File: src/rtl/qbus_pkg.sv
// Shared Q-bus sequencer definitions: command encodings, FSM state codes
// and the registered bus-output bundle.
package qbus_pkg;

  typedef enum logic [1:0] {
    QB_RD  = 2'b00,
    QB_WR  = 2'b01,
    QB_WRB = 2'b10,
    QB_IAK = 2'b11
  } qbCmdT;

  localparam logic [3:0] ST_IDLE   = 4'd0;
  localparam logic [3:0] ST_ADDR   = 4'd1;
  localparam logic [3:0] ST_ASYNC  = 4'd2;
  localparam logic [3:0] ST_DATA   = 4'd3;
  localparam logic [3:0] ST_STRB   = 4'd4;
  localparam logic [3:0] ST_WRPLY  = 4'd5;
  localparam logic [3:0] ST_SAMPLE = 4'd6;
  localparam logic [3:0] ST_NEG    = 4'd7;
  localparam logic [3:0] ST_WNRPLY = 4'd8;

  typedef struct packed {
    logic        nSync;
    logic        nDin;
    logic        nDout;
    logic        nWtbt;
    logic        nIako;
    logic        oe;
    logic [15:0] nAd;
  } busOutT;

  localparam busOutT BUS_IDLE = '{nSync: 1'b1, nDin: 1'b1, nDout: 1'b1,
                                  nWtbt: 1'b1, nIako: 1'b1, oe: 1'b0,
                                  nAd: 16'hFFFF};

  function automatic logic isWrite(qbCmdT c);
    return (c == QB_WR) || (c == QB_WRB);
  endfunction

endpackage

File: src/rtl/qbus_seq_if.sv
// Q-bus pin bundle between the sequencer (master) and the vp_033 pads (slave).
interface qbus_seq_if;
  logic [15:0] PIN_nAD_out;
  logic        PIN_nAD_oe;
  logic [15:0] PIN_nAD_in;
  logic        PIN_nSYNC;
  logic        PIN_nDIN;
  logic        PIN_nDOUT;
  logic        PIN_nWTBT;
  logic        PIN_nIAKO;
  logic        PIN_nRPLY;
  logic        PIN_nVIRQ;

  modport master (
    output PIN_nAD_out, PIN_nAD_oe, PIN_nSYNC, PIN_nDIN, PIN_nDOUT,
           PIN_nWTBT, PIN_nIAKO,
    input  PIN_nAD_in, PIN_nRPLY, PIN_nVIRQ
  );

  modport slave (
    input  PIN_nAD_out, PIN_nAD_oe, PIN_nSYNC, PIN_nDIN, PIN_nDOUT,
           PIN_nWTBT, PIN_nIAKO,
    output PIN_nAD_in, PIN_nRPLY, PIN_nVIRQ
  );
endinterface

File: src/rtl/qbus_sync.sv
// Multi-flop synchronizer for an asynchronous active-low bus input;
// resets to the inactive (high) level.
module qbus_sync #(
  parameter int STAGES = 2
) (
  input  logic clk,
  input  logic rst,
  input  logic d,
  output logic q
);

  logic [STAGES-1:0] ff;

  always_ff @(posedge clk or posedge rst) begin
    if (rst) ff <= '1;
    else     ff <= {ff[STAGES-2:0], d};
  end

  assign q = ff[STAGES-1];

endmodule

File: src/rtl/qbus_seq.sv
// Q-bus master transaction sequencer: turns a req/done port into
// address/data/IAK strobe sequences with nRPLY handshake and timeout.
module qbus_seq
  import qbus_pkg::*;
#(
  parameter int T_SET   = 2,
  parameter int T_TOUT  = 255,
  parameter int SYNC_FF = 2
) (
  input  logic        PIN_CLK,
  input  logic        PIN_RST,
  input  logic        req,
  input  logic [1:0]  cmd,
  input  logic [15:0] addr,
  input  logic [15:0] wdata,
  output logic [15:0] rdata,
  output logic        busy,
  output logic        done,
  output logic        err,
  output logic        irq,
  qbus_seq_if.master  bus
);

  localparam int TMW = $clog2(T_SET + 1);
  localparam int TOW = $clog2(T_TOUT + 1);
  localparam logic [TMW-1:0] TMR_LOAD  = TMW'(T_SET - 1);
  localparam logic [TOW-1:0] TOUT_LAST = TOW'(T_TOUT - 1);

  logic [3:0]     state, stateNxt;
  qbCmdT          cmdQ, cmdNxt;
  logic [15:0]    addrQ, addrNxt, wdataQ, wdataNxt, rdHold;
  logic [TMW-1:0] tmr;
  logic [TOW-1:0] tout;
  logic           errQ, rplyN, virqN, rply;
  logic           accept, toWr, toWn, finish;
  busOutT         busOut;

  qbus_sync #(.STAGES(SYNC_FF)) uSyncRply (
    .clk(PIN_CLK), .rst(PIN_RST), .d(bus.PIN_nRPLY), .q(rplyN));
  qbus_sync #(.STAGES(SYNC_FF)) uSyncVirq (
    .clk(PIN_CLK), .rst(PIN_RST), .d(bus.PIN_nVIRQ), .q(virqN));

  assign rply = ~rplyN;
  assign irq  = ~virqN;

  assign accept   = (state == ST_IDLE) && req;
  assign cmdNxt   = accept ? qbCmdT'(cmd) : cmdQ;
  assign addrNxt  = accept ? addr : addrQ;
  assign wdataNxt = accept ? wdata : wdataQ;
  assign toWr     = (state == ST_WRPLY) && !rply && (tout == TOUT_LAST);
  assign toWn     = (state == ST_WNRPLY) && rply && (tout == TOUT_LAST);
  assign finish   = (state == ST_WNRPLY) && (!rply || (tout == TOUT_LAST));

  // Pin levels for a given state; registered from the next state so the pads
  // change cleanly on the clock edge that enters each phase.
  function automatic busOutT decode(logic [3:0] st, qbCmdT c,
                                    logic [15:0] a, logic [15:0] w);
    busOutT o;
    o = BUS_IDLE;
    case (st)
      ST_ADDR, ST_ASYNC: begin
        o.oe    = 1'b1;
        o.nAd   = ~a;
        o.nWtbt = ~isWrite(c);
        o.nSync = (st == ST_ADDR);
      end
      ST_DATA, ST_STRB, ST_WRPLY, ST_SAMPLE: begin
        o.nSync = (c == QB_IAK);
        if (isWrite(c)) begin
          o.oe    = 1'b1;
          o.nAd   = ~w;
          o.nWtbt = (c != QB_WRB);
        end
        if (st != ST_DATA) begin
          o.nDin  = isWrite(c);
          o.nDout = ~isWrite(c);
          o.nIako = (c != QB_IAK);
        end
      end
      ST_NEG, ST_WNRPLY: begin
        if (isWrite(c)) begin
          o.oe  = 1'b1;
          o.nAd = ~w;
        end
      end
      default: o = BUS_IDLE;
    endcase
    return o;
  endfunction

  always_comb begin
    stateNxt = state;
    case (state)
      ST_IDLE:   if (req) stateNxt = (qbCmdT'(cmd) == QB_IAK) ? ST_DATA : ST_ADDR;
      ST_ADDR:   if (tmr == '0) stateNxt = ST_ASYNC;
      ST_ASYNC:  if (tmr == '0) stateNxt = ST_DATA;
      ST_DATA:   if (tmr == '0) stateNxt = ST_STRB;
      ST_STRB:   stateNxt = ST_WRPLY;
      ST_WRPLY:  if (rply) stateNxt = ST_SAMPLE;
                 else if (tout == TOUT_LAST) stateNxt = ST_NEG;
      ST_SAMPLE: if (tmr == '0) stateNxt = ST_NEG;
      ST_NEG:    stateNxt = ST_WNRPLY;
      ST_WNRPLY: if (finish) stateNxt = ST_IDLE;
      default:   stateNxt = ST_IDLE;
    endcase
  end

  always_ff @(posedge PIN_CLK or posedge PIN_RST) begin
    if (PIN_RST) begin
      state  <= ST_IDLE;
      busOut <= BUS_IDLE;
      cmdQ   <= QB_RD;
      addrQ  <= '0;
      wdataQ <= '0;
      rdHold <= '0;
      rdata  <= '0;
      tmr    <= '0;
      tout   <= '0;
      errQ   <= 1'b0;
      busy   <= 1'b0;
      done   <= 1'b0;
      err    <= 1'b0;
    end else begin
      state  <= stateNxt;
      busOut <= decode(stateNxt, cmdNxt, addrNxt, wdataNxt);
      if (accept) begin
        cmdQ   <= cmdNxt;
        addrQ  <= addr;
        wdataQ <= wdata;
        busy   <= 1'b1;
        errQ   <= 1'b0;
      end
      if ((stateNxt != state) &&
          (stateNxt inside {ST_ADDR, ST_ASYNC, ST_DATA, ST_SAMPLE}))
        tmr <= TMR_LOAD;
      else if (tmr != '0)
        tmr <= tmr - 1'b1;
      if ((state == ST_STRB) || (state == ST_NEG))
        tout <= '0;
      else if ((state == ST_WRPLY) || (state == ST_WNRPLY))
        tout <= tout + 1'b1;
      if (toWr) errQ <= 1'b1;
      if ((state == ST_SAMPLE) && (tmr == '0) && !isWrite(cmdQ))
        rdHold <= ~bus.PIN_nAD_in;
      // Read data only reaches rdata once the whole handshake closed cleanly.
      done <= finish;
      err  <= finish && (errQ || toWn);
      if (finish) begin
        busy <= 1'b0;
        if (!isWrite(cmdQ) && !(errQ || toWn)) rdata <= rdHold;
      end
    end
  end

  assign bus.PIN_nSYNC   = busOut.nSync;
  assign bus.PIN_nDIN    = busOut.nDin;
  assign bus.PIN_nDOUT   = busOut.nDout;
  assign bus.PIN_nWTBT   = busOut.nWtbt;
  assign bus.PIN_nIAKO   = busOut.nIako;
  assign bus.PIN_nAD_oe  = busOut.oe;
  assign bus.PIN_nAD_out = busOut.nAd;

endmodule

File: src/flat_wrapper.sv
// flat-port wrapper written by rule: the top's interface ports become plain ports
module qbus_seq_flat import qbus_pkg::*;
#(
  parameter int T_SET   = 2,
  parameter int T_TOUT  = 255,
  parameter int SYNC_FF = 2
)
  (PIN_CLK, PIN_RST, req, cmd, addr, wdata, rdata, busy, done, err, irq, bus_PIN_nAD_out, bus_PIN_nAD_oe, bus_PIN_nSYNC, bus_PIN_nDIN, bus_PIN_nDOUT, bus_PIN_nWTBT, bus_PIN_nIAKO, bus_PIN_nAD_in, bus_PIN_nRPLY, bus_PIN_nVIRQ);
  qbus_seq_if bus_i ();
  input  logic PIN_CLK;
  input  logic PIN_RST;
  input  logic req;
  input  logic [1:0] cmd;
  input  logic [15:0] addr;
  input  logic [15:0] wdata;
  output logic [15:0] rdata;
  output logic busy;
  output logic done;
  output logic err;
  output logic irq;
  output wire logic [$bits(bus_i.PIN_nAD_out)-1:0] bus_PIN_nAD_out;
  output wire logic [$bits(bus_i.PIN_nAD_oe)-1:0] bus_PIN_nAD_oe;
  output wire logic [$bits(bus_i.PIN_nSYNC)-1:0] bus_PIN_nSYNC;
  output wire logic [$bits(bus_i.PIN_nDIN)-1:0] bus_PIN_nDIN;
  output wire logic [$bits(bus_i.PIN_nDOUT)-1:0] bus_PIN_nDOUT;
  output wire logic [$bits(bus_i.PIN_nWTBT)-1:0] bus_PIN_nWTBT;
  output wire logic [$bits(bus_i.PIN_nIAKO)-1:0] bus_PIN_nIAKO;
  input wire logic [$bits(bus_i.PIN_nAD_in)-1:0] bus_PIN_nAD_in;
  input wire logic [$bits(bus_i.PIN_nRPLY)-1:0] bus_PIN_nRPLY;
  input wire logic [$bits(bus_i.PIN_nVIRQ)-1:0] bus_PIN_nVIRQ;
  assign bus_PIN_nAD_out = bus_i.PIN_nAD_out;
  assign bus_PIN_nAD_oe = bus_i.PIN_nAD_oe;
  assign bus_PIN_nSYNC = bus_i.PIN_nSYNC;
  assign bus_PIN_nDIN = bus_i.PIN_nDIN;
  assign bus_PIN_nDOUT = bus_i.PIN_nDOUT;
  assign bus_PIN_nWTBT = bus_i.PIN_nWTBT;
  assign bus_PIN_nIAKO = bus_i.PIN_nIAKO;
  assign bus_i.PIN_nAD_in = bus_PIN_nAD_in;
  assign bus_i.PIN_nRPLY = bus_PIN_nRPLY;
  assign bus_i.PIN_nVIRQ = bus_PIN_nVIRQ;
  qbus_seq #(.T_SET(T_SET), .T_TOUT(T_TOUT), .SYNC_FF(SYNC_FF)) u_core (.PIN_CLK(PIN_CLK), .PIN_RST(PIN_RST), .req(req), .cmd(cmd), .addr(addr), .wdata(wdata), .rdata(rdata), .busy(busy), .done(done), .err(err), .irq(irq), .bus(bus_i));
endmodule
File: config.mk
export PLATFORM = sky130hd
export DESIGN_NAME = qbus_seq_flat
export DESIGN_NICKNAME = d
export VERILOG_FILES = /design/src/rtl/qbus_pkg.sv /design/src/rtl/qbus_seq_if.sv /design/src/rtl/qbus_sync.sv /design/src/rtl/qbus_seq.sv /design/src/flat_wrapper.sv
export SDC_FILE = /design/constraint.sdc
export NUM_CORES = 1
export LEC_CHECK = 0
export ABC_AREA = 1
export BUFFER_PORTS_ARGS = -buffer_cell sky130_fd_sc_hd__buf_2
export CAP_MARGIN = 20
export CORE_MARGIN = 4
export CORE_UTILIZATION = 39
export DETAILED_ROUTE_END_ITERATION = 10
export GPL_ROUTABILITY_DRIVEN = 0
export PLACE_DENSITY = 0.7
export SLEW_MARGIN = 20
export SYNTH_ARGS = -nofsm -noshare
export SYNTH_HDL_FRONTEND = slang
export SYNTH_HIERARCHICAL = 1
export SYNTH_SLANG_ARGS = --single-unit
File: constraint.sdc
create_clock -name PIN_CLK -period 4.4 [get_ports PIN_CLK]
set_clock_uncertainty 0.2 [all_clocks]
set_input_delay 0.88 -clock PIN_CLK [delete_from_list [all_inputs] [get_ports PIN_CLK]]
set_output_delay 0.88 -clock PIN_CLK [all_outputs]
set_load 0.1 [all_outputs]
==> out/metrics.cfg <==
[worst_setup_path]
worstPathCellList=nor2_2 -> nand2_1 -> nor2_2 -> buf_4 -> nand2_1 -> o21ai_0 -> inv_1 -> ha_1 -> clkinv_1 -> nand2_1 -> nand2_1 -> nand3_1
cpPeakStageDelay_ns=0.45
setup.worst_path.class=flip-flop to flip-flop
cpMostUsedCell=nand2_1
slowest_stage=dfrtp_1
end_kind=flip-flop
startpoint_type=flip-flop
cp.required_ns=4.49
cp.arrival_ns=3.01
cp_max_fo=39

[yosys]
ys_types=32
yosys.area.top_type_share_pct=44.5
synth_area_mm2=0.00478
syn_nets=609
yosysWarnings=6
ys_seq_elements=110
syn_inst=549
yosysSeqAreaShare_pct=58.3
avgSynthCellArea_um2=8.70
synth_top_area_cell=dfrtp_1
synth_area_leaders=dfrtp_1 (45%), nand2_1 (14%), dfstp_2 (14%)

[cells_and_area]
multi_input_area_mm2=0.00164
nFillCells=1157
final_net_count=704
n_antenna_cell=0
regArea_mm2=0.00278
layout-drive-gt1-share_pct=27.7
area_delta_synth_final_pct=19.1

[sta]
period_share_pct=66.3
drv_slew=0
hold_viol=0
worst_pin_slew_ns=0.758
setup_viol=0
fin_crit_ns=2.92
max-slew-margin-rel_pct=49.4
tns_ns=0
clock.fmax_mhz=343
rsz0062_at_grt=false

[detailed_routing]
drc=0
wire_per_inst_um=13.5
wirelength_um=10800
antenna_left=0
drt-initial-drc-count=311
vias_per_cell=4.79
firstDrtPassIters=4
via_count=3810

[clock_tree]
clockBufferDepth=2
post_cts_buffers=0
clk_latency_ns=0.35
hold_buffers=0
post_cts_resized=0
clockRootBuffer=clkbuf_16
cts_tree=yes
h-tree-depth=3
cts.sinks=110
cts_buffers=9
clk_pin_slew_ns=0.07

[floorplan]
rows=40
die_w_um=119
die_h_um=119
start_util_pct=39.8
core_region_area_mm2=0.0120
io_pins=97
die-area_mm2=0.0141

[global_routing]
grt_pass1_vias=3942
grt.overflow.total=0
grtUsageMet2_pct=26.5
antenna_found_initial=0
met3_usage_pct=4.59
top_usage_layer=met2
grt_pass1_wl_um=18600
grt_start_max_net_pins=85
grt_use_met1_pct=20.7
grt_usage_pct=16.4

[status]
status=finished clean

[place]
dp_hpwl_um=7540
io_buffers=96

[worst_hold_path]
hold_path.class=flip-flop to flip-flop

[job]
cap_violations=0

[metal layers]
layer	up-vias	routed length, um
met3	17	672
li1	1894	-
met2	125	5060
met5	-	0
met4	0	168
met1	1774	4850
[cell usage in the layout, fill, tap and decap left out, drive strengths merged]
| cell | n |
|---|---|
| a211oi | 2 |
| a21oi | 8 |
| a31oi | 1 |
| buf | 101 |
| clkbuf | 12 |
| clkinv | 2 |
| clkinvlp | 2 |
| dfrtp | 85 |
| dfstp | 25 |
| ha | 5 |
| inv | 72 |
| nand2 | 183 |
| nand3 | 29 |
| nand4 | 4 |
| nor2 | 31 |
| nor3 | 3 |
| nor4 | 1 |
| o211ai | 1 |
| o21a | 1 |
| o21ai | 63 |
| or2 | 16 |
| xnor2 | 1 |
| xor2 | 1 |
[per-stage QoR]
step / hold slack, ns / util, % / std cells / instance area, um2 / setup slack (ns)
CTS: 0.162 / 47.3 / 796 / 5680 / 1.42
finish: 0.162 / 47.4 / 796 / 5690 / 1.48
detailed placement: 0.148 / 45.0 / 780 / 5410 / 1.21
floorplan: 0.145 / - / 549 / 4780 / 0.566
global placement: 0.146 / 44.8 / 778 / 5380 / 1.27
global route: 0.169 / 47.4 / 796 / 5690 / 1.11
[final cells by class]
class | instances | share of cell area [%]
Clock buffer | 12 | 4.33
Clock inverter | 4 | 0.550
Inverter | 72 | 4.84
Multi-Input combinational cell | 350 | 28.9
Sequential cell | 110 | 48.9
Tap cell | 147 | 3.23
Timing Repair Buffer | 101 | 9.23
[sequential cells by signal, summed over array words and instances, names as in the netlist, 2 cells and up]
signal	flops
u_core/rdata	16
u_core/rdHold	16
u_core/tmr	2
u_core/uSyncRply/ff	2
u_core/uSyncVirq/ff	2
u_core/cmdQ	2
u_core/addrQ	16
u_core/tout	8
u_core/bus.PIN_nAD_out	16
u_core/wdataQ	16
u_core/state	4
[final timing paths]
| path | startpoint | endpoint | slack [ns] | depth (start not counted) |
|---|---|---|---|---|
| max | u_core/state[0] | u_core/bus.PIN_nAD_out[3] | 1.48 | 12 |
| min | u_core/uSyncRply/ff[0] | u_core/uSyncRply/ff[1] | 0.16 | 0 |
| max reg2reg | u_core/state[0] | u_core/bus.PIN_nAD_out[3] | 1.48 | 12 |
| min reg2reg | u_core/uSyncRply/ff[0] | u_core/uSyncRply/ff[1] | 0.16 | 0 |
| max in group asynchronous | PIN_RST | u_core/rdata[4] | 2.73 | 3 |
| min in group asynchronous | PIN_RST | u_core/uSyncVirq/ff[1] | 0.39 | 2 |
[synth_stat cells, drive strengths merged]
| master | instances |
|---|---|
| nand2 | 183 |
| nor2 | 31 |
| or2 | 16 |
| o21a | 1 |
| xnor2 | 1 |
| clkinv | 1 |
| dfrtp | 85 |
| inv | 71 |
| nor3 | 3 |
| dfstp | 25 |
| ha | 5 |
| clkbuf | 9 |
| nand3 | 29 |
| a31oi | 1 |
| buf | 8 |
| o211ai | 1 |
| nor4 | 1 |
| nand4 | 4 |
| a211oi | 2 |
| xor2 | 1 |
| a21oi | 8 |
| o21ai | 63 |
[worst max-delay path: cells and delay by family (launching register included)]
kind            cells  cell delay, ns
fa+ha+maj           1            0.35
flops               1            0.45
simple gates        7            0.91
buf+inv             3            0.82
compound gates      1            0.14
[kinds of logic after synthesis]
kind of cell	share of synthesized area [%]
AO/OA/AOI/OAI	8.59
XOR/XNOR	0.367
adder cells (fa/ha/maj)	1.31
buffers and inverters	7.46
flip-flops	58.3
AND/OR/NAND/NOR	24.0
Power is left out: the tool's default activity adds up to more than one toggle a clock period on the data nets, which glitch-free logic cannot reach.
